<file path="src/rtl/hex_display_pkg.sv">
// Shared definitions for the multi-digit seven-segment display controller:
// display mode encodings and the active-low segment lookup table.
package hex_display_pkg;

    typedef enum logic [1:0] {
        MODE_HOLD  = 2'b00,
        MODE_BLINK = 2'b01,
        MODE_COUNT = 2'b10,
        MODE_RSVD  = 2'b11
    } mode_e;

    // All segments off (active-low)
    localparam logic [6:0] SEG_BLANK = 7'h7F;

    // Active-low patterns, bit 0 = seg a ... bit 6 = seg g
    localparam logic [6:0] SEG_TABLE [16] = '{
        7'h40, 7'h79, 7'h24, 7'h30,
        7'h19, 7'h12, 7'h02, 7'h78,
        7'h00, 7'h10, 7'h08, 7'h03,
        7'h46, 7'h21, 7'h06, 7'h0E
    };

    function automatic logic [6:0] seg7_lookup(input logic [3:0] nib);
        return SEG_TABLE[nib];
    endfunction

endpackage

</file>
<file path="src/rtl/hex_seg7_decode.sv">
// Combinational nibble to active-low seven-segment pattern decoder.
module hex_seg7_decode
    import hex_display_pkg::*;
(
    input  logic [3:0] nib_i,
    output logic [6:0] seg_o
);

    // Table lookup of the segment pattern for one hex digit
    always_comb begin
        seg_o = seg7_lookup(nib_i);
    end

endmodule

</file>
<file path="src/rtl/hex_display_ctrl.sv">
// Multi-digit seven-segment display controller: registered hex value with
// load strobe, hold/blink/count modes, leading-zero blanking and registered
// active-low segment outputs.
module hex_display_ctrl
    import hex_display_pkg::*;
#(
    parameter int NUM_DIGITS = 4,
    parameter int TICK_DIV   = 25_000_000
) (
    input  logic                    clk,
    input  logic                    resetn,
    input  logic                    load,
    input  logic [4*NUM_DIGITS-1:0] data_in,
    input  logic [1:0]              mode,
    input  logic                    lzb_en,
    output logic [7*NUM_DIGITS-1:0] hex_out,
    output logic [4*NUM_DIGITS-1:0] value_out,
    output logic                    wrap
);

    localparam int VW = 4 * NUM_DIGITS;
    localparam int HW = 7 * NUM_DIGITS;
    localparam int CW = $clog2(TICK_DIV);
    localparam logic [CW-1:0] CNT_MAX = CW'(TICK_DIV - 1);

    mode_e           mode_in;
    mode_e           mode_q, mode_d;
    logic [CW-1:0]   cnt_q, cnt_d;
    logic [VW-1:0]   value_q, value_d;
    logic            phase_q, phase_d;
    logic            wrap_q, wrap_d;
    logic [HW-1:0]   hex_q, hex_d;

    logic            mode_chg;
    logic            tick;
    logic            tick_act;
    logic            show;
    logic [6:0]      seg [NUM_DIGITS];
    logic [NUM_DIGITS-1:0] blank;

    // One decoder per digit, fed from the held value
    for (genvar g = 0; g < NUM_DIGITS; g++) begin : g_dig
        hex_seg7_decode u_dec (
            .nib_i (value_q[4*g +: 4]),
            .seg_o (seg[g])
        );
    end

    // Prescaler, value, phase and wrap next-state logic
    always_comb begin
        mode_in  = mode_e'(mode);
        mode_d   = mode_in;
        mode_chg = (mode_in != mode_q);
        tick     = (cnt_q == CNT_MAX);
        // A mode change restarts the tick period, so a coincident tick is dropped
        tick_act = tick && !mode_chg;

        cnt_d = cnt_q + CW'(1);
        if (load || mode_chg || tick) begin
            cnt_d = '0;
        end

        value_d = value_q;
        wrap_d  = 1'b0;
        if (load) begin
            value_d = data_in;
        end else if (tick_act && (mode_q == MODE_COUNT)) begin
            value_d = value_q + VW'(1);
            wrap_d  = &value_q;
        end

        phase_d = phase_q;
        if (load || mode_chg || (mode_q != MODE_BLINK)) begin
            phase_d = 1'b1;
        end else if (tick_act) begin
            phase_d = ~phase_q;
        end
    end

    // Leading-zero mask (scanned from the top digit down) and output patterns
    always_comb begin
        logic run_zero;
        int unsigned idx;
        // Leaving blink mode unblanks on the very next edge, ahead of phase_q
        show     = phase_q || (mode_in != MODE_BLINK);
        run_zero = 1'b1;
        blank    = '0;
        hex_d    = '1;
        for (int unsigned k = 0; k < NUM_DIGITS; k++) begin
            idx        = NUM_DIGITS - 1 - k;
            run_zero   = run_zero && (value_q[4*idx +: 4] == 4'h0);
            blank[idx] = lzb_en && run_zero && (idx != 0);
        end
        for (int unsigned i = 0; i < NUM_DIGITS; i++) begin
            hex_d[7*i +: 7] = (!show || blank[i]) ? SEG_BLANK : seg[i];
        end
    end

    // State and output registers
    always_ff @(posedge clk or negedge resetn) begin
        if (!resetn) begin
            mode_q  <= MODE_HOLD;
            cnt_q   <= '0;
            value_q <= '0;
            phase_q <= 1'b1;
            wrap_q  <= 1'b0;
            hex_q   <= '1;
        end else begin
            mode_q  <= mode_d;
            cnt_q   <= cnt_d;
            value_q <= value_d;
            phase_q <= phase_d;
            wrap_q  <= wrap_d;
            hex_q   <= hex_d;
        end
    end

    assign hex_out   = hex_q;
    assign value_out = value_q;
    assign wrap      = wrap_q;

endmodule

</file>
<file path="config.mk">
export PLATFORM = sky130hd
export DESIGN_NAME = hex_display_ctrl
export DESIGN_NICKNAME = d
export VERILOG_FILES = /design/src/rtl/hex_display_pkg.sv /design/src/rtl/hex_seg7_decode.sv /design/src/rtl/hex_display_ctrl.sv
export SDC_FILE = /design/constraint.sdc
export NUM_CORES = 1
export LEC_CHECK = 0
export ABC_AREA = 1
export BUFFER_PORTS_ARGS = -buffer_cell sky130_fd_sc_hd__buf_2
export CAP_MARGIN = 20
export CORE_MARGIN = 2
export CORE_UTILIZATION = 58
export DETAILED_ROUTE_END_ITERATION = 10
export PLACE_DENSITY = 0.81
export SLEW_MARGIN = 20
export SYNTH_ARGS = -nofsm -noshare
export SYNTH_HDL_FRONTEND = slang
export SYNTH_SLANG_ARGS = --single-unit
</file>
<file path="constraint.sdc">
create_clock -name clk -period 1.73 [get_ports clk]
set_input_delay 0 -clock clk [delete_from_list [all_inputs] [get_ports clk]]
set_output_delay 0 -clock clk [all_outputs]
set_load 0.02 [all_outputs]
</file>
Word level (Yosys, flattened, before mapping)
Memory sizes are Yosys's and may differ from the RTL's.
Index checks and enable logic that the tools add are counted.
- bits in registers: 73
- ROM bits: 448
- output and inout bits: 45
- logic and storage cells: 67
- memories: 4
- add/subtract/negate cells: 2
- order comparisons: 4
- equal/unequal tests: 5
- mux-type cells: 19
- bitwise operators: 5
- reduce and logical (&&, ||, !) cells: 22
- memories (memory ; depth ; bits a word ; read ports ; clocked after memory_dff ; write ports ; RTL line ; RTL):
    (name not given) ; 16 ; 7 ; 1 ; 0 ; 0 ; hex_display_pkg.sv:24 ; return SEG_TABLE[nib];
    (name not given) ; 16 ; 7 ; 1 ; 0 ; 0 ; hex_display_pkg.sv:24 ;
    (name not given) ; 16 ; 7 ; 1 ; 0 ; 0 ; hex_display_pkg.sv:24 ;
    (name not given) ; 16 ; 7 ; 1 ; 0 ; 0 ; hex_display_pkg.sv:24 ;
- operators with widths (operator ; number):
    7-bit 2-to-1 mux ; 12
    16-bit 2-to-1 mux ; 2
    25-bit by 1-bit adder with 25-bit output, second input constant ; 1
    25-bit equality test, second input constant ; 1
    25-bit 2-to-1 mux ; 1
    5-bit greater-or-equal comparator, second input constant ; 4
    4-bit NOT with 5-bit output ; 4
    16-bit by 1-bit adder with 16-bit output, second input constant ; 1
    16-bit AND reduction ; 1
    4-bit logical NOT ; 3
    1-bit logical AND ; 7
    1-bit logical OR ; 7
    1-bit 2-to-1 mux ; 4
    2-bit by 1-bit != test with 1-bit output, second input constant ; 2
    2-bit nonzero test ; 2
    2-bit equality test, second input constant ; 1
    1-bit logical NOT ; 2
    2-bit != test ; 1
    1-bit NOT ; 1

Logic depth before layout (Yosys ltp)
- depth after elaboration: 6
- depth in mapped cells: 10
- mapped depth without buffers: 10

Cells and area by module
From an unflattened synthesis, not the netlist that was laid out.
- cells, all modules: 707
- area total of the unflattened synthesis: 4939.7 um2
- modules (own cells, without submodules) (module ; times used ; cells an instance ; area each (um2) ; seq. area each (um2)):
    hex_display_ctrl ; 1 ; 511 ; 3843.7 ; 1863.0
    hex_seg7_decode ; 4 ; 49 ; 274.0 ; 0.0

Worst setup path after synthesis
Ideal clock, no wire load.
- kind: register to register
- from: reg value_q[1] (netlist: value_out[1])
- to: reg value_q[12] (netlist: value_out[12])
- setup time: 0.117 ns
- data arrival time: 1.473 ns
- path slack: 0.139 ns
- cell stages (with the launch flop): 11
- path buffers: 0
- path through: dfrtp_1 ha_1 nand2_1 nor2_1 nand3_1 inv_1 nand2_1 nand3_1 nand2_1 nand2_1 nand2_1
- word-level cells in the longest chain between the ends: 3
- RTL lines (element ; RTL line ; RTL):
    from (decl) ; hex_display_ctrl.sv:29 ; logic [VW-1:0] value_q, value_d;
    from (signal assigned) ; hex_display_ctrl.sv:111 ; value_q <= value_d;
    16-bit by 1-bit adder with 16-bit output ; hex_display_ctrl.sv:68 ; value_d = value_q + VW'(1);
    16-bit 2-to-1 mux ; hex_display_ctrl.sv:67 ; end else if (tick_act && (mode_q == MODE_COUNT)) begin
    16-bit 2-to-1 mux ; hex_display_ctrl.sv:65 ; if (load) begin
Every way passes these cells. The select of a mux whose other input is x is not followed.
A chain may end at the register's enable or synchronous reset.

Worst setup path in the final report
- from: reg value_q[0] (netlist: value_out[0])
- to: reg value_q[13] (netlist: value_out[13])
Same word-level chain as after synthesis.

==> impl_metrics.ini <==
[status]
outcome = complete, no violations

[route]
ant_nets = 0
drtPass1Iterations = 5
wl_per_cell_um = 14.5
via_per_inst = 5.54
route.vias.total = 4717
post-route-drc-count = 0
drtIter0Drc = 300
wirelength_um = 12400

[die]
start_util = 0.591
die_area_um2 = 8480
ioPinCount = 67
dieHeight_um = 92.1
core_um2 = 7610
die_w_um = 92.1
row_count = 32

[sta]
finalCritPeriodShare = 0.932
finalClockSkew_ns = 0.00989
setup_viol = 0
slew_headroom = 0.620
hold_viol_final = 0
fmax_mhz = 620
fin_crit_ns = 1.61
setup_slack_ns = 0.118
worst_slew_pin_slew_ns = 0.569
slew_viol_final = 0
fin_setup_tns_ns = 0

[placement]
place_hpwl_um = 9000
dpl_cell_area_um2 = 5200
place_congestion = 0.946
dp_slack_ns = 0.0103
placedCellCount = 811
port_buffers = 66

[setup_path]
path_buf_inv = 2
critPathMaxStageDelay_ns = 0.41
cp_top_family = simple AND/OR/NAND/NOR gates
critPathSlowestCell = dfrtp_1
arrival_ns = 1.86
crit_path_start_kind = flip-flop
path_class = reg2reg
path_cells = buf_4 > buf_4 > nand3_1 > nor2_1 > nand4_1 > nand3_1 > nand2_1 > nand2_1 > nand2_1
cp_max_fo = 5
required_ns = 1.98
crit_top_cell = nand2_1
end_kind = flip-flop

[cts]
cts_tree = yes
numCtsBuffers = 9
clockBufferDepth = 2
cts_sinks = 73
clk-insertion-delay-late_ns = 0.36
clk_pin_slew_ns = 0.08
cts_max_level = 3
cts-root-buf = clkbuf_8

[worst_hold_path]
hp-class = in2reg

[synth]
ys_seq_elements = 73
yosysMostFrequentCell = nand2_1
synth_area_leaders = dfrtp_1, dfstp_2, nand2_1
synth_ff_type = dfrtp_1
yosysTopAreaCell = dfrtp_1
synth_commonest_cells = nand2_1, nor2_1, nand3_1
yosysWarnings = 0
yosysSeqAreaShare = 0.414
synth-edff-count = 0
syn_area_um2 = 4500
synth_top_area_frac = 0.245
syn_area_per_cell_um2 = 7.29
async_reset_ff_frac = 1.00
yosys.cell_types.count = 38
syn_nets = 661
synthCells = 617

[global_route]
overflow = 0
grt_pass1_vias = 4707
antenna_found_initial = 0
grt_pass1_wl_um = 20800
grt_util_all_layers = 0.305
grt_max_degree = 74

[job]
cap_viol_max_count = 0

[power_and_ir_drop]
p_leak_nw = 2.75
ir_drop_uv = 529
power_density_nw_per_um2 = 859

[cells_and_area]
stdcell_area_um2 = 5660
finalNonFillerCells = 852
antenna_cells = 0
area_growth_pct = 25.8
drive_above_1_share = 0.243
finalNetCount = 789
[per-layer routing]
| metal | vias up | share of wire | wire (um) | global-route usage |
|---|---|---|---|---|
| met4 | 0 | 0.033 | 411 | 0.144 |
| li1 | 2254 | - | - | - |
| met2 | 193 | 0.53 | 6500 | 0.558 |
| met3 | 37 | 0.052 | 649 | 0.0386 |
| met1 | 2233 | 0.39 | 4820 | 0.353 |
| met5 | - | 0 | 0 | 0 |
[worst reg2reg max path, delay by kind of cell (launching register included)]
| family | cells | cell delay, ns |
|---|---|---|
| buffers and inverters | 2 | 0.25 |
| flip-flops | 1 | 0.41 |
| AND/OR/NAND/NOR | 7 | 0.85 |
[final timing paths]
check	slack, ns	depth (start not counted)	to	from
worst max-delay path	0.12	9	value_out[13]	value_out[0]
worst max register to register	0.12	9	value_out[13]	value_out[0]
min in group asynchronous	0.18	3	cnt_q[13]	resetn
worst min-delay path	0.04	5	value_out[13]	data_in[13]
worst min register to register	0.53	2	phase_q	phase_q
max in group asynchronous	1.19	3	hex_out[26]	resetn
[area by class of cell]
type                            count  area [um2]
Tap cell                          102         128
Timing Repair Buffer              132         887
Sequential cell                    73        1870
Multi-Input combinational cell    464        2330
Fill cell                         586        1950
Clock buffer                       10         138
Inverter                           65         244
Clock inverter                      6        67.6
[where the power goes]
| group | switching, mW | internal [mW] | leakage [nW] | total [mW] |
|---|---|---|---|---|
| clock | 0.663 | 0.706 | 0.0985 | 1.37 |
| combinational | 0.897 | 0.494 | 1.77 | 1.39 |
| sequential | 0.0949 | 2.00 | 0.885 | 2.10 |
[repair_timing]
| action | CTS | global route |
|---|---|---|
| pin swaps | 0 | 2 |
| resized for setup | 0 | 12 |
| setup endpoints to repair | 1 | 38 |
| buffers inserted | 2 | 5 |
| hold buffers | 18 | 0 |
| endpoints found under the hold margin | 90 | 0 |
[logic make-up after synthesis]
group / synth area share
compound gates: 0.0915
xor+xnor: 0.0136
fa+ha+maj: 0.0612
buf+inv: 0.0717
flops: 0.414
simple gates: 0.348
[cell usage in the layout, fill, tap and decap left out, types with 2 or more instances in the layout]
cell	count
clkinvlp_4	2
a21oi_1	17
o22ai_1	3
clkinv_4	2
o311ai_0	3
nor2_2	5
inv_1	62
buf_2	66
nand4_1	10
dfstp_2	29
o211ai_1	9
dlygate4sd3_1	18
ha_2	2
o21ai_1	3
nand2_1	182
and3_1	2
xor2_1	6
inv_2	2
nand2_2	4
ha_1	20
dfrtp_2	4
dfrtp_1	40
nand3_1	64
o21ai_0	27
nor2_1	81
buf_4	46
clkbuf_8	10
nor3_1	10
nor2_4	3
o221ai_1	3
[per-stage QoR]
step	hold WS [ns]	utilization	power (mW)
finish	0.0411	0.744	4.86
global route	0.0711	0.744	5.12
CTS	0.0149	0.736	4.85
detailed placement	0.0580	0.683	3.45
global placement	0.0538	0.683	3.41
floorplan	-0.296	-	2.96
[state kept, by name (all words and copies together) (netlist names)]
register / cells
wrap: 1
value_out: 16
mode_q: 2
hex_out: 28
phase_q: 1
cnt_q: 25
Note: power is estimated with default switching activity, not from simulation.
